### config.mk
export PLATFORM = sky130hd
export DESIGN_NAME = aquila_mem_initiator
export DESIGN_NICKNAME = d
export VERILOG_FILES = /design/src/rtl/aquila_mem_initiator.sv
export SDC_FILE = /design/constraint.sdc
export NUM_CORES = 1
export LEC_CHECK = 0
export ABC_CLOCK_PERIOD_IN_PS = 4800
export CAP_MARGIN = 25
export CORE_MARGIN = 5
export CORE_UTILIZATION = 47
export CTS_CLUSTER_SIZE = 24
export DETAILED_ROUTE_END_ITERATION = 10
export PLACE_DENSITY = 0.93
export SLEW_MARGIN = 20
export SYNTH_ARGS = -nofsm -noshare
export SYNTH_HDL_FRONTEND = slang
export SYNTH_SLANG_ARGS = --single-unit
export TNS_END_PERCENT = 50
### constraint.sdc
create_clock -name clk -period 4.8 [get_ports clk]
set_clock_uncertainty 0.05 [all_clocks]
set_input_delay 0.72 -clock clk [delete_from_list [all_inputs] [get_ports clk]]
set_output_delay 0.72 -clock clk [all_outputs]
set_load 0.005 [all_outputs]
### src/rtl/aquila_mem_initiator.sv
// Requester-side driver for the Aquila code/data memory interface.
// Runs one harness command at a time and returns data, timeout or error.
module aquila_mem_initiator #(
    parameter int XLEN           = 32,
    parameter int TIMEOUT_CYCLES = 16,
    parameter int CNT_W          = 16
) (
    input  logic                clk,
    input  logic                rst_n,
    input  logic                cmd_valid_i,
    output logic                cmd_ready_o,
    input  logic [2:0]          cmd_type_i,
    input  logic [XLEN-1:0]     cmd_addr_i,
    input  logic [XLEN-1:0]     cmd_wdata_i,
    input  logic [XLEN/8-1:0]   cmd_be_i,
    input  logic [4:0]          cmd_amo_type_i,
    output logic                rsp_valid_o,
    input  logic                rsp_ready_i,
    output logic [XLEN-1:0]     rsp_data_o,
    output logic                rsp_timeout_o,
    output logic                rsp_error_o,
    output logic [XLEN-1:0]     code_addr_o,
    output logic                code_req_o,
    input  logic [XLEN-1:0]     code_i,
    input  logic                code_ready_i,
    output logic [XLEN-1:0]     data_addr_o,
    output logic [XLEN-1:0]     data_o,
    output logic                data_rw_o,
    output logic [XLEN/8-1:0]   data_byte_enable_o,
    output logic                data_req_o,
    output logic                data_is_amo_o,
    output logic [4:0]          data_amo_type_o,
    output logic                cache_flush_o,
    input  logic [XLEN-1:0]     data_i,
    input  logic                data_ready_i,
    output logic [CNT_W-1:0]    fetch_cnt_o,
    output logic [CNT_W-1:0]    load_cnt_o,
    output logic [CNT_W-1:0]    store_cnt_o,
    output logic [CNT_W-1:0]    timeout_cnt_o
);

    localparam int WC_W = $clog2(TIMEOUT_CYCLES + 1);

    localparam logic [2:0] T_FETCH = 3'd0;
    localparam logic [2:0] T_LOAD  = 3'd1;
    localparam logic [2:0] T_STORE = 3'd2;
    localparam logic [2:0] T_AMO   = 3'd3;
    localparam logic [2:0] T_FLUSH = 3'd4;

    typedef enum logic [1:0] {
        S_IDLE,
        S_ISSUE,
        S_WAIT,
        S_RESP
    } state_t;

    state_t          state, state_nx;
    logic [2:0]      typ_q;
    logic [WC_W-1:0] wcnt;
    logic            bad_cmd;
    logic            is_read;
    logic            is_data;
    logic            ready_hit;
    logic            expired;
    logic            accept;
    logic            rsp_done;

    assign bad_cmd = (cmd_type_i > T_FLUSH) ||
                     (cmd_type_i == T_FETCH && cmd_addr_i[1:0] != 2'b00);
    assign is_data = (cmd_type_i == T_LOAD) || (cmd_type_i == T_STORE) ||
                     (cmd_type_i == T_AMO);
    assign is_read = (typ_q == T_FETCH) || (typ_q == T_LOAD) ||
                     (typ_q == T_AMO);
    assign ready_hit = (typ_q == T_FETCH) ? code_ready_i : data_ready_i;
    assign expired   = (wcnt == WC_W'(TIMEOUT_CYCLES));
    assign accept    = (state == S_IDLE) && cmd_valid_i;
    assign rsp_done  = (state == S_RESP) && rsp_ready_i;

    assign cmd_ready_o   = (state == S_IDLE);
    assign rsp_valid_o   = (state == S_RESP);
    assign code_req_o    = (state == S_ISSUE) && (typ_q == T_FETCH);
    assign data_req_o    = (state == S_ISSUE) &&
                           (typ_q == T_LOAD || typ_q == T_STORE ||
                            typ_q == T_AMO);
    assign cache_flush_o = (state == S_ISSUE) && (typ_q == T_FLUSH);

    always_ff @(posedge clk or negedge rst_n) begin
        if (!rst_n) state <= S_IDLE;
        else        state <= state_nx;
    end

    always_comb begin
        state_nx = state;
        unique case (state)
            S_IDLE:  if (cmd_valid_i) state_nx = bad_cmd ? S_RESP : S_ISSUE;
            S_ISSUE: state_nx = is_read ? S_WAIT : S_RESP;
            S_WAIT:  if (ready_hit || expired) state_nx = S_RESP;
            S_RESP:  if (rsp_ready_i) state_nx = S_IDLE;
            default: state_nx = S_IDLE;
        endcase
    end

    // Bus fields are loaded at accept and held through WAIT and beyond.
    always_ff @(posedge clk or negedge rst_n) begin
        if (!rst_n) begin
            typ_q              <= '0;
            code_addr_o        <= '0;
            data_addr_o        <= '0;
            data_o             <= '0;
            data_rw_o          <= 1'b0;
            data_byte_enable_o <= '0;
            data_is_amo_o      <= 1'b0;
            data_amo_type_o    <= '0;
        end else if (accept) begin
            typ_q <= cmd_type_i;
            if (!bad_cmd && cmd_type_i == T_FETCH) begin
                code_addr_o <= cmd_addr_i;
            end
            if (!bad_cmd && is_data) begin
                data_addr_o        <= cmd_addr_i;
                data_rw_o          <= (cmd_type_i != T_LOAD);
                data_o             <= (cmd_type_i != T_LOAD) ? cmd_wdata_i : '0;
                data_byte_enable_o <= cmd_be_i;
                data_is_amo_o      <= (cmd_type_i == T_AMO);
                data_amo_type_o    <= (cmd_type_i == T_AMO) ? cmd_amo_type_i : '0;
            end
        end
    end

    always_ff @(posedge clk or negedge rst_n) begin
        if (!rst_n) begin
            wcnt          <= '0;
            rsp_data_o    <= '0;
            rsp_timeout_o <= 1'b0;
            rsp_error_o   <= 1'b0;
        end else begin
            if (accept && bad_cmd) begin
                rsp_error_o <= 1'b1;
                rsp_data_o  <= '0;
            end
            if (state == S_ISSUE) begin
                wcnt <= WC_W'(1);
            end
            if (state == S_WAIT) begin
                if (ready_hit) begin
                    rsp_data_o <= (typ_q == T_FETCH) ? code_i : data_i;
                end else if (expired) begin
                    rsp_timeout_o <= 1'b1;
                    rsp_data_o    <= '0;
                end else begin
                    wcnt <= wcnt + WC_W'(1);
                end
            end
            if (rsp_done) begin
                rsp_data_o    <= '0;
                rsp_timeout_o <= 1'b0;
                rsp_error_o   <= 1'b0;
            end
        end
    end

    always_ff @(posedge clk or negedge rst_n) begin
        if (!rst_n) begin
            fetch_cnt_o   <= '0;
            load_cnt_o    <= '0;
            store_cnt_o   <= '0;
            timeout_cnt_o <= '0;
        end else if (rsp_done && !rsp_error_o) begin
            if (rsp_timeout_o) begin
                timeout_cnt_o <= timeout_cnt_o + CNT_W'(1);
            end else if (typ_q == T_FETCH) begin
                fetch_cnt_o <= fetch_cnt_o + CNT_W'(1);
            end else if (typ_q == T_LOAD) begin
                load_cnt_o <= load_cnt_o + CNT_W'(1);
            end else if (typ_q == T_STORE) begin
                store_cnt_o <= store_cnt_o + CNT_W'(1);
            end
        end
    end

endmodule

==> run_results.csv <==
group,metric,value,unit
run_status,status,"finished, final reports clean",
critical_path,crit_path_top_delay_cell,"clkdlybuf4s50_1",
routing,wl_per_cell,20.1,um
logic_synthesis,synth.cell_area,0.00913,sq mm
critical_path,worstSetupPathType,"reg -> out",
clocking,cts_tree,"built",
grt,antenna_found_initial,1,
floorplan,start_util,47.4,%
cells_and_area,antenna_cells,0,
cells_and_area,nets,1213,
pwr,p_sw_share,29.6,%
floorplan,fp.dieH,149,um
placement,routabilityCongestion,0.812,
pwr,power.density,513,mW/mm^2
pwr,combPwrFrac,35.7,%
critical_path,cp.buffers_inverters,2,
clocking,cts-buffers-inserted,24,
logic_synthesis,synth_edf_count,0,
timing,max_freq,0.340,GHz
critical_path,reg2reg_from,"state[0]$_DFFE_PN0P_",
clocking,cts_setup_buffers,0,
timing,slew_headroom,40.5,%
grt,grt_pass1_vias,7494,
grt,grtUsageTotal,23.5,%
floorplan,fp.dieW,149,um
critical_path,cp.arrival,2170,ps
placement,hpwl,19.2,mm
pwr,p_leak,5.89,nW
logic_synthesis,yosys_register_bits,215,
timing,tightest_slew,892,ps
clocking,cts_resized,0,
placement,portBuffers,355,
timing,setup_viol,0,
floorplan,ios,356,
floorplan,dieArea,0.0223,sq mm
logic_synthesis,ys.flop_type,"dfrtp_1",
critical_path,critPathRequiredTime,4030,ps
cells_and_area,drive_gt1_share,13.1,%
pwr,p_sw,0.00209,W
logic_synthesis,syn_inst,703,
timing,final_max_slew_viol_count,0,
logic_synthesis,synthArstFlopShare,100,%
critical_path,crit_family,"buffers and inverters",
clocking,hold_buffers,0,
run,drv_cap,0,
timing,whs,233,ps
timing,fin_crit_sh,61.2,%
pwr,p_clk_share,25.4,%
routing,drc,0,
cells_and_area,fillers,1297,
logic_synthesis,synth_top_area_share,59.0,%
logic_synthesis,ys_warn_count,0,
floorplan,core,0.0193,sq mm
critical_path,end_kind,"output port",
critical_path,cpPeakStageDelay,580,ps
critical_path,crit_chain,"inv_1, ha_1, nor3b_1, clkdlybuf4s50_1",
cells_and_area,syn2layout_area_growth,50.6,%
clocking,clk_pin_slew,60,ps
logic_synthesis,synth_top_area_cell,"dfrtp_1",
critical_path,critPathMaxFanout,9,
worst_hold_path,hold_path.class,"in -> async",
clocking,ctsLongestPathBuffers,3,
timing,rsz0062_at_grt,"false",
pwr,peakVddDrop,0.000396,V
clocking,clkSinkCount,215,
logic_synthesis,synthTopCellsByArea,"dfrtp_1 59%, mux2_2 9.1%, xnor2_1 4.9%",
critical_path,critPathLaunchType,"flip-flop",
pwr,p_seq_share,38.9,%
grt,grt_overflow,0,
logic_synthesis,syn_nets,860,
grt,grt_pass1_wl,41.9,mm
clocking,cts.htree.levels,1,
floorplan,core.rowCount,51,
clocking,cts-root-buf,"clkbuf_16",
timing,hold_viol,0,
logic_synthesis,avgSynthCellArea,13.0,sq um
logic_synthesis,synth_cell_types,53,
routing,via_per_inst,5.41,
clocking,clock_latency,520,ps
pwr,internal_power,0.00496,W
routing,postRouteAntennaNets,0,
routing,dr.first_iter.drc_count,270,
grt,grt_max_degree,119,
critical_path,crit_start,"state[1]$_DFFE_PN0P_",
routing,drtPass1Iterations,6,
logic_synthesis,ys_seq_area_share,59.0,%
timing,tns,0,ps
routing,wl,26.9,mm
routing,via_count,7227,
timing,fin_crit,2940,ps
-- power groups by stage --
| stage | clock network (W) | registers (W) | logic [W] |
|---|---|---|---|
| floorplan | 0 | 0.00270 | 0.00101 |
| global placement | 0 | 0.00272 | 0.00244 |
| detailed placement | 0 | 0.00275 | 0.00253 |
| CTS | 0.00183 | 0.00274 | 0.00255 |
| global route | 0.00191 | 0.00281 | 0.00270 |
| finish | 0.00179 | 0.00274 | 0.00252 |
-- metrics by stage --
| step | total power [W] | area, sq um | utilization, % | instances | setup slack [ps] |
|---|---|---|---|---|---|
| finish | 0.00705 | 13700 | 71.3 | 1337 | 1860 |
| global placement | 0.00516 | 13000 | 67.3 | 1295 | 1940 |
| global route | 0.00742 | 13700 | 71.3 | 1337 | 1690 |
| CTS | 0.00712 | 13700 | 71.3 | 1337 | 1800 |
| detailed placement | 0.00528 | 13000 | 67.3 | 1295 | 1910 |
| floorplan | 0.00371 | 9130 | - | 703 | 2660 |
-- cells by family after synthesis --
family,after synthesis,share of synthesized area (%)
compound gates,88,8.02
xor+xnor,62,5.95
fa+ha+maj,11,1.51
buf+inv,50,2.39
flops,215,59.0
mux,109,13.0
simple gates,168,10.1
-- synth_stat cells (all sizes together), types with 2 or more instances --
cell      n
a22o     37
nand4    20
nor4b     2
clkbuf   21
and2      5
nand3    26
nor3      5
a21oi     3
a21o      2
a41oi     2
o32ai    32
nor3b     4
mux2     75
or4       4
xor2     11
o21ai     4
dfrtp   215
ha       11
nand2    53
mux2i    34
and3     12
nor2     17
and4      9
nor4bb    2
inv      11
buf      18
xnor2    51
-- metal layers --
layer	routed length, um	track usage (%)	vias to the layer above
li1	-	-	3266
met1	10300	28.9	3600
met2	13600	40.1	304
met3	2390	7.90	55
met4	617	5.95	2
met5	13	0	-
-- state kept, by name, summed over array words and instances (netlist names), 4 cells and up --
| signal | flops |
|---|---|
| store_cnt_o | 16 |
| rsp_data_o | 32 |
| data_o | 32 |
| timeout_cnt_o | 16 |
| fetch_cnt_o | 16 |
| data_byte_enable_o | 4 |
| data_addr_o | 32 |
| code_addr_o | 32 |
| load_cnt_o | 16 |
| data_amo_type_o | 5 |
| wcnt | 5 |
-- layout make-up --
type	instances	area [sq um]	share of cell area [%]
tap	265	332	2.41
clock buffer	32	691	5.02
clock inverter	10	95.1	0.692
inverter	11	41.3	0.300
multi-input combinational	438	3550	25.9
sequential	215	5380	39.1
timing repair buffer	366	3650	26.6
-- path summary, 6_finish.rpt --
path                                                     endpoint  slack (ps)  depth (start not counted)
worst max-delay path                                   data_req_o        1860                          4
worst min-delay path                     rsp_data_o[23]$_DFF_PN0_         230                          1
worst max register to register  data_byte_enable_o[3]$_DFFE_PN0P_        2170                          7
worst min register to register        store_cnt_o[15]$_DFFE_PN0P_         420                          1
max in group asynchronous                  data_o[11]$_DFFE_PN0P_        3370                          2
min in group clk                      store_cnt_o[15]$_DFFE_PN0P_         420                          1
-- cell usage in the layout, fill, tap and decap left out, drive strengths merged, types with 2 or more instances in the layout --
cell type	n
nor2	17
o21ai	4
clkinvlp	2
and4	9
xor2	11
mux2	75
or4	4
clkbuf	33
ha	11
a22o	37
a21o	2
nor3	5
mux2i	34
a21oi	3
o32ai	32
and3	12
dfrtp	215
and2	5
buf	11
xnor2	51
clkinv	7
nor3b	4
nand3	26
inv	11
nand2	53
nor4bb	2
nand4	20
a41oi	2
clkdlybuf4s50	354
nor4b	2
No activity file was read; power rests on OpenSTA's default activity.
